<file path="src/rtl/rv32i_control_fsm_if.sv">
// Control-FSM port bundle: decoded opcode and memory handshake in, datapath strobes/selects out.
interface rv32i_control_fsm_if #(
    parameter int CNT_W = 32
);
    logic [6:0]       opcode;
    logic             mem_ready;
    logic [1:0]       pc_op;
    logic             pc_write;
    logic             ir_write;
    logic             reg_write;
    logic             mem_req;
    logic             mem_we;
    logic             mem_addr_sel;
    logic [1:0]       alu_a_sel;
    logic [1:0]       alu_b_sel;
    logic [1:0]       alu_op;
    logic [1:0]       wb_sel;
    logic             halted;
    logic             illegal;
    logic [CNT_W-1:0] instret;

    modport master (
        input  opcode, mem_ready,
        output pc_op, pc_write, ir_write, reg_write, mem_req, mem_we, mem_addr_sel,
               alu_a_sel, alu_b_sel, alu_op, wb_sel, halted, illegal, instret
    );

    modport slave (
        output opcode, mem_ready,
        input  pc_op, pc_write, ir_write, reg_write, mem_req, mem_we, mem_addr_sel,
               alu_a_sel, alu_b_sel, alu_op, wb_sel, halted, illegal, instret
    );
endinterface

</file>
<file path="src/rtl/rv32i_control_fsm.sv">
// Multicycle RV32I control FSM: fetch/decode/exec/mem/wb sequencing, memory handshake,
// halt/illegal detection and retired-instruction counting.
//
// state  | meaning
// FETCH  | request instruction at PC, load IR and PC+4 on mem_ready
// DECODE | compute old_pc+imm into alu_out, dispatch on opcode
// EXEC   | ALU operation, branch/jump PC update
// MEM    | load/store access at alu_out, held until mem_ready
// WB     | register-file write
// HALT   | ECALL/EBREAK or illegal opcode, terminal until rst
module rv32i_control_fsm #(
    parameter int CNT_W = 32
) (
    input  logic                 clk,
    input  logic                 rst,
    rv32i_control_fsm_if.master  bus
);
    typedef enum logic [2:0] {
        S_FETCH  = 3'd0,
        S_DECODE = 3'd1,
        S_EXEC   = 3'd2,
        S_MEM    = 3'd3,
        S_WB     = 3'd4,
        S_HALT   = 3'd5
    } state_t;

    localparam logic [6:0] OPC_OP     = 7'b0110011;
    localparam logic [6:0] OPC_OP_IMM = 7'b0010011;
    localparam logic [6:0] OPC_LOAD   = 7'b0000011;
    localparam logic [6:0] OPC_STORE  = 7'b0100011;
    localparam logic [6:0] OPC_BRANCH = 7'b1100011;
    localparam logic [6:0] OPC_JAL    = 7'b1101111;
    localparam logic [6:0] OPC_JALR   = 7'b1100111;
    localparam logic [6:0] OPC_AUIPC  = 7'b0010111;
    localparam logic [6:0] OPC_LUI    = 7'b0110111;
    localparam logic [6:0] OPC_FENCE  = 7'b0001111;
    localparam logic [6:0] OPC_SYSTEM = 7'b1110011;

    state_t           r_state;
    logic             r_halted;
    logic             r_illegal;
    logic [CNT_W-1:0] r_instret;

    state_t     w_next;
    logic       w_retire;
    logic       w_set_halt;
    logic       w_set_ill;
    logic [1:0] w_pc_op;
    logic       w_pc_write;
    logic       w_ir_write;
    logic       w_reg_write;
    logic       w_mem_req;
    logic       w_mem_we;
    logic       w_mem_addr_sel;
    logic [1:0] w_alu_a_sel;
    logic [1:0] w_alu_b_sel;
    logic [1:0] w_alu_op;
    logic [1:0] w_wb_sel;

    always_comb begin
        w_next         = r_state;
        w_set_halt     = 1'b0;
        w_set_ill      = 1'b0;
        w_pc_op        = 2'b00;
        w_pc_write     = 1'b0;
        w_ir_write     = 1'b0;
        w_reg_write    = 1'b0;
        w_mem_req      = 1'b0;
        w_mem_we       = 1'b0;
        w_mem_addr_sel = 1'b0;
        w_alu_a_sel    = 2'b00;
        w_alu_b_sel    = 2'b00;
        w_alu_op       = 2'b00;
        w_wb_sel       = 2'b00;

        case (r_state)
            S_FETCH: begin
                w_mem_req   = 1'b1;
                w_alu_a_sel = 2'b01;
                w_alu_b_sel = 2'b10;
                if (bus.mem_ready) begin
                    w_ir_write = 1'b1;
                    w_pc_write = 1'b1;
                    w_next     = S_DECODE;
                end
            end
            S_DECODE: begin
                w_alu_a_sel = 2'b01;
                w_alu_b_sel = 2'b01;
                case (bus.opcode)
                    OPC_OP, OPC_OP_IMM, OPC_LOAD, OPC_STORE,
                    OPC_BRANCH, OPC_JAL, OPC_JALR, OPC_AUIPC: w_next = S_EXEC;
                    OPC_LUI:    w_next = S_WB;
                    OPC_FENCE:  w_next = S_FETCH;
                    OPC_SYSTEM: begin
                        w_next     = S_HALT;
                        w_set_halt = 1'b1;
                    end
                    default: begin
                        w_next    = S_HALT;
                        w_set_ill = 1'b1;
                    end
                endcase
            end
            S_EXEC: begin
                case (bus.opcode)
                    OPC_OP: begin
                        w_alu_op = 2'b10;
                        w_next   = S_WB;
                    end
                    OPC_OP_IMM: begin
                        w_alu_b_sel = 2'b01;
                        w_alu_op    = 2'b11;
                        w_next      = S_WB;
                    end
                    OPC_LOAD, OPC_STORE: begin
                        w_alu_b_sel = 2'b01;
                        w_next      = S_MEM;
                    end
                    OPC_AUIPC: begin
                        w_alu_a_sel = 2'b01;
                        w_alu_b_sel = 2'b01;
                        w_next      = S_WB;
                    end
                    OPC_BRANCH: begin
                        w_alu_op   = 2'b01;
                        w_pc_op    = 2'b01;
                        w_pc_write = 1'b1;
                        w_next     = S_FETCH;
                    end
                    OPC_JAL: begin
                        w_pc_op     = 2'b10;
                        w_pc_write  = 1'b1;
                        w_reg_write = 1'b1;
                        w_wb_sel    = 2'b10;
                        w_next      = S_FETCH;
                    end
                    OPC_JALR: begin
                        w_alu_b_sel = 2'b01;
                        w_pc_op     = 2'b11;
                        w_pc_write  = 1'b1;
                        w_reg_write = 1'b1;
                        w_wb_sel    = 2'b10;
                        w_next      = S_FETCH;
                    end
                    default: begin
                        w_next    = S_HALT;
                        w_set_ill = 1'b1;
                    end
                endcase
            end
            S_MEM: begin
                w_mem_req      = 1'b1;
                w_mem_addr_sel = 1'b1;
                w_mem_we       = (bus.opcode == OPC_STORE);
                if (bus.mem_ready) begin
                    w_next = (bus.opcode == OPC_STORE) ? S_FETCH : S_WB;
                end
            end
            S_WB: begin
                w_reg_write = 1'b1;
                if (bus.opcode == OPC_LOAD) begin
                    w_wb_sel = 2'b01;
                end else if (bus.opcode == OPC_LUI) begin
                    w_wb_sel = 2'b11;
                end
                w_next = S_FETCH;
            end
            S_HALT: begin
                w_next = S_HALT;
            end
            default: begin
                w_next = S_FETCH;
            end
        endcase

        w_retire = (w_next == S_FETCH) &&
                   ((r_state == S_DECODE) || (r_state == S_EXEC) ||
                    (r_state == S_MEM)    || (r_state == S_WB));

        // Reset must never let a write or memory request escape, whatever state was in flight.
        if (rst) begin
            w_pc_write  = 1'b0;
            w_ir_write  = 1'b0;
            w_reg_write = 1'b0;
            w_mem_req   = 1'b0;
            w_mem_we    = 1'b0;
        end
    end

    always_ff @(posedge clk) begin
        if (rst) begin
            r_state   <= S_FETCH;
            r_halted  <= 1'b0;
            r_illegal <= 1'b0;
            r_instret <= '0;
        end else begin
            r_state <= w_next;
            if (w_set_halt) r_halted <= 1'b1;
            if (w_set_ill)  r_illegal <= 1'b1;
            if (w_retire)   r_instret <= r_instret + 1'b1;
        end
    end

    assign bus.pc_op        = w_pc_op;
    assign bus.pc_write     = w_pc_write;
    assign bus.ir_write     = w_ir_write;
    assign bus.reg_write    = w_reg_write;
    assign bus.mem_req      = w_mem_req;
    assign bus.mem_we       = w_mem_we;
    assign bus.mem_addr_sel = w_mem_addr_sel;
    assign bus.alu_a_sel    = w_alu_a_sel;
    assign bus.alu_b_sel    = w_alu_b_sel;
    assign bus.alu_op       = w_alu_op;
    assign bus.wb_sel       = w_wb_sel;
    assign bus.halted       = r_halted;
    assign bus.illegal      = r_illegal;
    assign bus.instret      = r_instret;
endmodule

</file>
<file path="src/flat_wrapper.sv">
// flat-port wrapper written by rule: the top's interface ports become plain ports
module rv32i_control_fsm_flat 
#(
    parameter int CNT_W = 32
)
  (clk, rst, bus_opcode, bus_mem_ready, bus_pc_op, bus_pc_write, bus_ir_write, bus_reg_write, bus_mem_req, bus_mem_we, bus_mem_addr_sel, bus_alu_a_sel, bus_alu_b_sel, bus_alu_op, bus_wb_sel, bus_halted, bus_illegal, bus_instret);
  rv32i_control_fsm_if #(.CNT_W(CNT_W)) bus_i ();
  input  logic clk;
  input  logic rst;
  input wire logic [$bits(bus_i.opcode)-1:0] bus_opcode;
  input wire logic [$bits(bus_i.mem_ready)-1:0] bus_mem_ready;
  output wire logic [$bits(bus_i.pc_op)-1:0] bus_pc_op;
  output wire logic [$bits(bus_i.pc_write)-1:0] bus_pc_write;
  output wire logic [$bits(bus_i.ir_write)-1:0] bus_ir_write;
  output wire logic [$bits(bus_i.reg_write)-1:0] bus_reg_write;
  output wire logic [$bits(bus_i.mem_req)-1:0] bus_mem_req;
  output wire logic [$bits(bus_i.mem_we)-1:0] bus_mem_we;
  output wire logic [$bits(bus_i.mem_addr_sel)-1:0] bus_mem_addr_sel;
  output wire logic [$bits(bus_i.alu_a_sel)-1:0] bus_alu_a_sel;
  output wire logic [$bits(bus_i.alu_b_sel)-1:0] bus_alu_b_sel;
  output wire logic [$bits(bus_i.alu_op)-1:0] bus_alu_op;
  output wire logic [$bits(bus_i.wb_sel)-1:0] bus_wb_sel;
  output wire logic [$bits(bus_i.halted)-1:0] bus_halted;
  output wire logic [$bits(bus_i.illegal)-1:0] bus_illegal;
  output wire logic [$bits(bus_i.instret)-1:0] bus_instret;
  assign bus_i.opcode = bus_opcode;
  assign bus_i.mem_ready = bus_mem_ready;
  assign bus_pc_op = bus_i.pc_op;
  assign bus_pc_write = bus_i.pc_write;
  assign bus_ir_write = bus_i.ir_write;
  assign bus_reg_write = bus_i.reg_write;
  assign bus_mem_req = bus_i.mem_req;
  assign bus_mem_we = bus_i.mem_we;
  assign bus_mem_addr_sel = bus_i.mem_addr_sel;
  assign bus_alu_a_sel = bus_i.alu_a_sel;
  assign bus_alu_b_sel = bus_i.alu_b_sel;
  assign bus_alu_op = bus_i.alu_op;
  assign bus_wb_sel = bus_i.wb_sel;
  assign bus_halted = bus_i.halted;
  assign bus_illegal = bus_i.illegal;
  assign bus_instret = bus_i.instret;
  rv32i_control_fsm #(.CNT_W(CNT_W)) u_core (.clk(clk), .rst(rst), .bus(bus_i));
endmodule
</file>
<file path="config.mk">
export PLATFORM = sky130hd
export DESIGN_NAME = rv32i_control_fsm_flat
export DESIGN_NICKNAME = d
export VERILOG_FILES = /design/src/rtl/rv32i_control_fsm_if.sv /design/src/rtl/rv32i_control_fsm.sv /design/src/flat_wrapper.sv
export SDC_FILE = /design/constraint.sdc
export NUM_CORES = 1
export LEC_CHECK = 0
export CORE_MARGIN = 10
export CORE_UTILIZATION = 30
export CTS_CLUSTER_SIZE = 40
export DETAILED_ROUTE_END_ITERATION = 16
export DONT_BUFFER_PORTS = 1
export GPL_TIMING_DRIVEN = 0
export PLACE_DENSITY = 0.45
export SLEW_MARGIN = 20
export SYNTH_ARGS = -nofsm -noshare
export SYNTH_HDL_FRONTEND = slang
export SYNTH_SLANG_ARGS = --single-unit
</file>
<file path="constraint.sdc">
create_clock -name clk -period 2.5 [get_ports clk]
set_input_delay 0.5 -clock clk [delete_from_list [all_inputs] [get_ports clk]]
set_output_delay 0.5 -clock clk [all_outputs]
set_load 0.005 [all_outputs]
</file>
==> summary.txt, run 1 <==
Synth
  • Leading area contributor after synthesis: dfxtp_1
  • Netlist cell types: 53
  • Area contributors post-synth: dfxtp_1 (26%), mux2_1 (9.8%), nor4_2 (8.7%)
  • Fraction of registers with async set/reset: 0%
  • Syn_nets: 361
  • Post-synth top flop: dfxtp_1
  • Synthesized area per cell: 8.176 um^2
  • Number of synthesized flops with an enable pin: 0
  • Ys Warns: 0
  • Post-synthesis sequential area ratio: roughly a quarter
  • Syn Std Cell Area: 2861 um^2
  • Cells after Synth: 350
  • Synth top area share: 25.89%
  • Synth Register Bits: 37

Floorplan
  • Die height: 117.7 um
  • Die Wd: ~120 um
  • Site row count: 35
  • Io pins: 60
  • Initial Util: 30.82%
  • Core area: 9284 um^2
  • Area of the die: ~14,000 um^2

Timing
  • Fmax: 418.4 MHz
  • RSZ-0062 raised after global routing: yes
  • Clock skew: between 0.004 and 0.005 ns
  • Final worst path period share: 95.60%
  • Slew at the pin closest to its max-slew limit: 0.6671 ns
  • Final setup violation count: 0
  • Hold Slack: 0.4961 ns
  • Final Max Tran Viols: 0
  • Slew headroom: 55.41%
  • Fin crit period: ~2.4 ns
  • Hold Vio Cnt, Final: 0

Critical path
  • Critical Path Fanout Max: 10
  • RR Endpoint: u_core.bus.instret[31]
  • Worst EP arrival: ~2.6 ns
  • CP required: 2.68 ns
  • Critical Path Sink: u_core.bus.instret[31]
  • Flop-to-flop setup slack: 0.11 ns
  • R2R cell count: 8
  • Crit Path Category: reg -> reg
  • CP Capture Type: register
  • Crit path launch: u_core.r_state[0]
  • Setup crit start kind: register
  • R2r startpoint: u_core.r_state[0]

Placement
  • # port buffers: 0
  • Detailed placement HPWL: around 6.4 mm
  • Area after DPL: 3037 um^2
  • Final GP Congestion: 0.7336
  • Post-Place Cells: 479

Global routing
  • Grt met2 use: 19.06%
  • GRT Total Usage: 11.90%
  • GR Util met1: between 10% and 20%
  • Largest net degree at the start of global routing: 11
  • Initial antenna violation count: 0
  • Number of global-route vias before repair: about 2,400
  • Gr busiest metal: met2
  • Global route overflow: 0
  • Met3 Use GR: under 10%
  • First-pass GRT wire length: 13.74 mm

Clock network
  • Clock Path Buffers: 2
  • CTS tree: built
  • H-tree Lvls: 2
  • Sink count of the clock tree: 37
  • Worst-skew pair later-pin latency: 0.29 ns
  • CTS Buf Count: 5
  • Clk root buf: clkbuf_8
  • Hold buffers post-CTS: 0
  • Clk pin slew, worst setup/hold paths: 0.07 ns

Cells and area
  • Final Core Density: a little over a third
  • Finished layout cell area: 3256 um^2
  • Layout Cells excl Fill: 494
  • Area delta synth->final: 13.77%
  • # fillers: slightly above 1,000
  • Layout cells sized above 1: 19.73%
  • Most common cell after layout, fill and taps aside: nor2_1
  • Final nets: 376
  • Antenna cells: 0
  • Commonest cells after routing, fill and taps aside: nor2_1 (49), dfxtp_1 (37), nor2b_1 (30)

Detailed routing
  • WL per Instance: 17.41 um
  • DRC: 0
  • DR pass1 iterations: 4
  • Vias: about 2,600
  • Iteration-0 DRC Markers: 113
  • Post-DRT Antenna Nets: 0
  • Vias per cell: 5.243
  • Routed wire length: 8.601 mm

Power
  • Worst VDD drop: 0.0002620 V
  • Power per cell area: 407.6 nW/um^2
  • P_leak: 1.128 nW

Hold path
  • Worst hold-check path type: reg -> reg

Run status
  • Run status: finished clean

Flow run
  • # Max-Cap Violations: 0
sequential cells by signal, indices dropped and copies added (netlist names):
signal	cells
u_core.bus.instret	32
u_core.r_state	3
u_core.bus.halted	1
u_core.bus.illegal	1
synthesized netlist by cell type, drive strengths merged, types with 2 or more instances:
cell / instances
nor4: 29
and3: 4
clkbuf: 17
inv: 7
a2111oi: 3
dfxtp: 37
and2b: 2
or2: 3
a31oi: 2
nand2b: 6
nor3b: 3
mux2: 28
nand4: 12
nand3: 16
nor4b: 5
nor2: 49
or3: 3
or4: 3
nand2: 16
buf: 14
and2: 5
nor3: 10
a211oi: 2
nor2b: 30
o2111ai: 4
o31ai: 4
and4: 3
a21oi: 14
o21ai: 6
o211ai: 2
layout make-up:
class | instances | area (um^2) | area share, %
Inverter | 7 | 26.28 | 0.8071
Multi-Input combinational cell | 275 | 1997 | 61.34
Clock buffer | 7 | 86.33 | 2.652
Sequential cell | 37 | 740.7 | 22.75
Timing Repair Buffer | 8 | 60.06 | 1.845
Buffer | 31 | 183.9 | 5.649
Tap cell | 129 | 161.4 | 4.958
power breakdown:
group / switching [W] / internal (W) / leakage, nW
logic: 0.000192 / 0.0000970 / 0.785
clock network: 0.000212 / 0.000219 / 0.0443
registers: 0.00000935 / 0.000597 / 0.299
total: 0.000414 / 0.000913 / 1.13
metrics by stage:
stage	setup WS [ns]	TNS, ns	power [W]
4_1_cts	-0.02168	-0.02168	0.001340
3_5_place_dp	-0.3707	-8.999	0.0008904
3_3_place_gp	-0.3610	-9.366	0.0008876
6_report	0.1101	0	0.001327
5_1_grt	-0.03348	-0.05554	0.001400
2_1_floorplan	0.04247	0	0.0008276
cell families (layout without fill, tap and decap cells):
family,after synthesis,after routing,share of synthesized area (%)
compound gates,43,43,10.80
fa+ha+maj,1,1,0.4372
buf+inv,38,53,7.171
flops,37,37,25.89
mux,28,28,11.02
other cells,1,1,0.1311
simple gates,202,202,44.56
worst max-delay path: stages, from the launching register on:
cell	delay (ns)
dfxtp_1	0.31
buf_6	0.13
nand2b_4	0.14
or2_0	0.19
buf_2	0.19
o311ai_4	0.52
buf_2	0.38
nor4_2	0.11
mux2_1	0.31
timing repair:
action,in CTS,in global routing
buffers inserted,6,2
pin swaps,1,2
gates resized for setup,4,15
endpoints found under the setup margin,28,33
worst min-delay path by stage:
stage / endpoint / cells past startpoint / slack, ns / from
after floorplan: u_core.bus.illegal / 2 / 0.44 / u_core.bus.illegal
after global placement: u_core.bus.illegal / 2 / 0.48 / u_core.bus.illegal
after detailed placement: u_core.bus.illegal / 2 / 0.49 / u_core.bus.illegal
after CTS: u_core.r_state[1] / 3 / 0.49 / bus_mem_ready
after global routing: u_core.bus.illegal / 2 / 0.53 / u_core.bus.illegal
final: u_core.bus.illegal / 2 / 0.50 / u_core.bus.illegal
metal layers:
layer  vias to the layer above  routed length (um)
met5                         -                   0
met4                         0                  69
met3                         8                 640
met2                        52                4078
met1                      1221                3812
li1                       1309                   -
(Power assumes the default switching activity.)
==> run 2, diff against run 1 <==
--- a/config.mk
+++ b/config.mk
@@ -11,7 +11,6 @@
 export DETAILED_ROUTE_END_ITERATION = 16
 export DONT_BUFFER_PORTS = 1
 export GPL_TIMING_DRIVEN = 0
-export PLACE_DENSITY = 0.45
 export SLEW_MARGIN = 20
 export SYNTH_ARGS = -nofsm -noshare
 export SYNTH_HDL_FRONTEND = slang
==> constraint.sdc (replaced) <==
create_clock -name clk -period 2.5 [get_ports clk]
set_input_delay 0.5 -clock clk [delete_from_list [all_inputs] [get_ports clk]]
set_output_delay 0.5 -clock clk [all_outputs]
set_load 0.02 [all_outputs]
==> run 2 against run 1 <==
Count of clock-buffer cells in the layout unchanged. Critical path depth unchanged. Die area unchanged. Sequential power increased by 0.8%. Via count increased by 4.2%. Sequential share of layout area decreased by 0.69 points. Critical endpoint is now bus_reg_write. Largest power group unchanged.
==> summary.txt, run 2 (synthesis results as in run 1) <==
Run status
  • Run status: finished clean

Timing
  • Sum Neg Setup Slack: 0 ns
  • Hold Slack: 0.5532 ns
  • Slew at the pin closest to its max-slew limit: 0.6500 ns
  • Hold Vio Cnt, Final: 0
  • Final Max Tran Viols: 0
  • Final setup violation count: 0
  • Fin crit period: 2.422 ns
  • Clock skew: between 0.007 and 0.008 ns
  • Final worst path period share: 96.87%
  • Fmax: 412.9 MHz
  • Slew headroom: 56.67%

Placement
  • Post-Place Cells: 479
  • Detailed placement HPWL: around 6.3 mm
  • # port buffers: 0
  • Final GP Congestion: just under 0.9

Hold path
  • Worst hold-check path type: in -> reg
  • HP Start: bus_mem_ready

Floorplan
  • Site row count: 35
  • Initial Util: 30.82%
  • Die Wd: 117.7 um
  • Die height: 117.7 um
  • Area of the die: 13,850 um^2
  • Core area: 9284 um^2
  • Io pins: 60

Cells and area
  • Most common cell after layout, fill and taps aside: nor2_1
  • Antenna cells: 0
  • Layout cells sized above 1: between 20% and 30%
  • Number of flip-flops under the largest register name: 32
  • Final nets: 377
  • # fillers: 991
  • Layout Cells excl Fill: a little under 500
  • Area delta synth->final: 17.75%
  • Commonest cells after routing, fill and taps aside: nor2_1 (49), dfxtp_1 (35), nor2b_1 (30)

Global routing
  • First-pass GRT wire length: 13.28 mm
  • Initial antenna violation count: 0
  • Gr busiest metal: met2
  • Global route overflow: 0
  • Largest net degree at the start of global routing: 11
  • Number of global-route vias before repair: around 2,500
  • GRT Total Usage: 11.38%
  • Met3 Use GR: between 4 and 5%
  • GR Util met1: a little over an eighth
  • Grt met2 use: 19.02%

Clock network
  • Hold buffers post-CTS: 0
  • Clk root buf: clkbuf_8
  • Sink count of the clock tree: 37
  • Clk pin slew, worst setup/hold paths: 0.08 ns
  • H-tree Lvls: 2
  • Worst-skew pair later-pin latency: 0.29 ns
  • CTS Buf Count: 5
  • Clock Path Buffers: 2
  • CTS tree: built

Critical path
  • CP Capture Type: output pin
  • Critical Path Fanout Max: 9
  • Setup crit start kind: register
  • CP required: 2.00 ns
  • Crit Path Category: reg -> out
  • Crit path launch: u_core.r_state[0]
  • Worst EP arrival: 1.92 ns
  • R2r startpoint: u_core.r_state[0]

Detailed routing
  • Iteration-0 DRC Markers: 197
  • WL per Instance: 17.71 um
  • Vias: 2,699
  • Routed wire length: 8.764 mm
  • Post-DRT Antenna Nets: 0
  • DR pass1 iterations: 4
  • Vias per cell: ~5.5
  • DRC: 0

Flow run
  • # Max-Cap Violations: 0

Power
  • Tot Pwr: 0.001372 W
  • P_leak: 1.182 nW
  • Power per cell area: ~410 nW/um^2
  • Worst VDD drop: 0.0002163 V
run 2: changes by cell type in the layout (fill, tap and decap cells not counted), sizes merged:
| cell | delta |
|---|---|
| a211oi | +1 |
| buf | -2 |
| clkbuf | +2 |
run 2: per-stage QoR:
step | area [um^2] | worst slack [ns] | utilization (%)
after floorplan | 2877 | 0.04186 | -
after global placement | 3038 | -0.3190 | 32.72
after detailed placement | 3038 | -0.4169 | 32.72
after CTS | 3161 | -0.2778 | 34.04
after global routing | 3369 | -0.02288 | 36.29
final | 3369 | 0.07819 | 36.29
run 2: layout make-up:
class	count	area (um^2)	area share (%)
multi-input combinational	276	2101	62.35
sequential	37	743.2	22.06
buffer	31	191.4	5.681
tap	129	161.4	4.790
clock buffer	7	86.33	2.562
timing repair buffer	8	60.06	1.782
inverter	7	26.28	0.7798
run 2: timing repair:
action | CTS | global route
pin swaps | 0 | 7
gates resized for setup | 5 | 32
setup endpoints to repair | 33 | 41
gates cloned | 0 | 1
buffers inserted | 0 | 8
run 2: routing by layer:
layer	share of wire [%]	up-vias
met1	42	1300
met2	49	81
met4	1.7	0
li1	-	1304
met3	7.7	14
met5	0	-
run 2: worst paths after layout:
kind	end	slack [ns]	depth (start not counted)
worst max-delay path	bus_reg_write	0.08	8
worst min-delay path	u_core.r_state[1]	0.55	3
worst max register to register	u_core.bus.instret[9]	0.14	8
worst min register to register	u_core.bus.illegal	0.56	2
run 2: worst max-delay path: stages, from the launching register on:
cell and delay (ns):
dfxtp_1 0.31, buf_6 0.13, nand2b_4 0.14, or2_0 0.19, buf_4 0.18, nor3_4 0.18, nand4_1 0.11, buf_4 0.19
a21oi_4 0.20
run 2: power breakdown:
| group | internal [W] | total (W) | leakage (nW) | switching (W) |
|---|---|---|---|---|
| clock network | 0.000219 | 0.000436 | 0.0443 | 0.000217 |
| logic | 0.000104 | 0.000323 | 0.838 | 0.000220 |
| registers | 0.000597 | 0.000612 | 0.300 | 0.0000149 |
| total | 0.000920 | 0.00137 | 1.18 | 0.000452 |
==> run 3, diff against run 2 <==
--- a/config.mk
+++ b/config.mk
@@ -5,9 +5,9 @@
 export SDC_FILE = /design/constraint.sdc
 export NUM_CORES = 1
 export LEC_CHECK = 0
+export CORE_ASPECT_RATIO = 0.75
 export CORE_MARGIN = 10
 export CORE_UTILIZATION = 30
-export CTS_CLUSTER_SIZE = 40
 export DETAILED_ROUTE_END_ITERATION = 16
 export DONT_BUFFER_PORTS = 1
 export GPL_TIMING_DRIVEN = 0
==> run 3 against run 2 <==
Via count down 0.15%. Combinational power is 2% lower. Die area is 0.29% higher. Sequential share of layout area decreased by 0.54 points. Clock skew rose by 0.0012 ns. Critical path type unchanged.
==> summary.txt, run 3 (synthesis results as in run 1) <==
Run status
  • Run status: finished clean

Critical path
  • Flop-to-flop setup slack: approximately 0.1 ns
  • Worst EP arrival: 1.96 ns
  • Critical Path Fanout Max: 9
  • RR Endpoint: u_core.bus.instret[31]
  • Slowest CP cell: dfxtp_1
  • CP required: 2.00 ns
  • CP Capture Type: output pin
  • R2R cell count: 8
  • Setup crit start kind: register
  • CP bufs+invs: 3
  • CP peak stage delay: 0.30 ns
  • Critical-path cell list: buf_6, nand2b_4, or2_0, buf_2, nor3_2, nand4_1, buf_4, a21oi_4
  • Crit Path Category: reg -> out
  • R2r startpoint: u_core.r_state[0]
  • CP top delay family: simple AND/OR/NAND/NOR gates

Hold path
  • HP Start: bus_mem_ready
  • Worst-case hold path end point: u_core.r_state[1]
  • Worst hold-check path type: in -> reg
  • Worst Hold Path Cells: 3

Floorplan
  • Site row count: 30
  • Core area: between 9000 and 10,000 um^2
  • Die height: 104.6 um
  • Area of the die: 13,890 um^2
  • Die Wd: 132.8 um
  • Io pins: 60
  • Initial Util: 31.24%

Global routing
  • First-pass GRT wire length: approximately 14 mm
  • Number of global-route vias before repair: 2,569
  • Largest net degree at the start of global routing: 13
  • Initial antenna violation count: 0
  • GRT Total Usage: 12.04%
  • Global route overflow: 0

Cells and area
  • Number of flip-flops under the largest register name: 32
  • Antenna cells: 0
  • Layout Cells excl Fill: between 400 and 500
  • Layout cells sized above 1: 23.42%
  • Most common cell after layout, fill and taps aside: nor2_1
  • Reg area: 743.2 um^2
  • Multi-input logic area: between 2000 and 2500 um^2
  • Final nets: 373
  • # fillers: ~940
  • Area delta synth->final: 20.68%
  • Commonest cells after routing, fill and taps aside: nor2_1 (49), dfxtp_1 (35), nor2b_1 (30)

Flow run
  • # Max-Cap Violations: 0

Clock network
  • CTS Buf Count: 5
  • Worst-skew pair later-pin latency: slightly below 0.3 ns
  • CTS tree: built
  • Clk root buf: clkbuf_16
  • Clock Path Buffers: 2
  • H-tree Lvls: 2
  • Clk pin slew, worst setup/hold paths: around 0.05 ns
  • Hold buffers post-CTS: 0
  • Sink count of the clock tree: 37

Detailed routing
  • Vias per cell: 5.489
  • DR pass1 iterations: 4
  • WL per Instance: 17.76 um
  • Post-DRT Antenna Nets: 0
  • Met2 wire length: 3.987 mm
  • Met1 wire length: 3.904 mm
  • Iteration-0 DRC Markers: 152
  • Routed wire length: 8.720 mm
  • Top sig layer: met4
  • DRC: 0
  • Routed length on met3: 703 um
  • Vias: 2,695

Timing
  • Final Max Tran Viols: 0
  • Slew at the pin closest to its max-slew limit: 0.6762 ns
  • Final worst path period share: 98.36%
  • Fin crit period: 2.459 ns
  • Slew headroom: 54.92%
  • Clock skew: 0.009108 ns
  • RSZ-0062 raised after global routing: yes
  • Worst Slack Setup Final: 0.04093 ns
  • Hold Vio Cnt, Final: 0
  • Fmax: approximately 410 MHz
  • Final setup violation count: 0

Placement
  • Detailed placement HPWL: 6.391 mm
  • # port buffers: 0
  • Place WS: -0.3641 ns
  • Final GP Congestion: approximately 0.83
  • Post-Place Cells: roughly 480

Power
  • Power per cell area: 505.3 nW/um^2
  • P_leak: 1.219 nW
  • Worst VDD drop: 0.0002963 V
-- run 3: metrics by stage --
step	power [W]	util (%)	TNS (ns)	cell area [um^2]	hold slack [ns]
2_1_floorplan	0.0008479	-	0	2877	0.5220
3_5_place_dp	0.0009054	33.16	-8.383	3037	0.5621
6_report	0.001745	37.70	0	3453	0.5576
5_1_grt	0.001817	37.70	-0.03741	3453	0.5907
3_3_place_gp	0.0009019	33.16	-7.208	3037	0.5527
4_1_cts	0.001737	36.11	-0.1331	3307	0.5181
-- run 3: cell type report --
class,instances,area share [%]
plain buffers,31,5.580
clock buffers,5,3.623
clock inverters,3,1.884
inverters,7,0.7609
multi-input cells,275,60.91
flip-flops and latches,37,21.52
well taps,128,4.638
repair buffers,5,1.087
-- run 3: what timing repair did --
action / CTS / global route
pin swaps: 2 / 4
endpoints found under the hold margin: 0 / 0
gates cloned: 0 / 0
buffers inserted: 0 / 5
setup endpoints to repair: 32 / 37
gates resized for setup: 14 / 26
-- run 3: how the worst max path moves through the flow --
stage                             endpoint  slack, ns               from  cells past startpoint
floorplan           u_core.bus.instret[27]       0.04      bus_opcode[6]                      8
global placement    u_core.bus.instret[26]      -0.30      bus_opcode[6]                      7
detailed placement  u_core.bus.instret[26]      -0.36      bus_opcode[6]                      7
CTS                          bus_wb_sel[0]      -0.07  u_core.r_state[2]                      3
global route                 bus_reg_write      -0.03  u_core.r_state[0]                      8
finish                       bus_reg_write       0.04  u_core.r_state[0]                      8
-- run 3: routing by layer --
metal  global-route usage, %  vias to the layer above
li1                        -                     1304
met1                   14.93                     1307
met2                   19.08                       72
met3                   4.928                       12
met4                   2.743                        0
met5                       0                        -
-- run 3: worst min-delay path, cell delays in order --
cell and delay, ns:
nand3_1 0.15, nand2_1 0.10, nor3_1 0.04
-- run 3: where the power goes --
part / total (W) / internal (W) / leakage (nW) / switching [W]
Combinational: 0.000315 / 0.0000988 / 0.825 / 0.000216
Clock: 0.000817 / 0.000570 / 0.0938 / 0.000247
Sequential: 0.000613 / 0.000598 / 0.300 / 0.0000150
Total: 0.00175 / 0.00127 / 1.22 / 0.000479
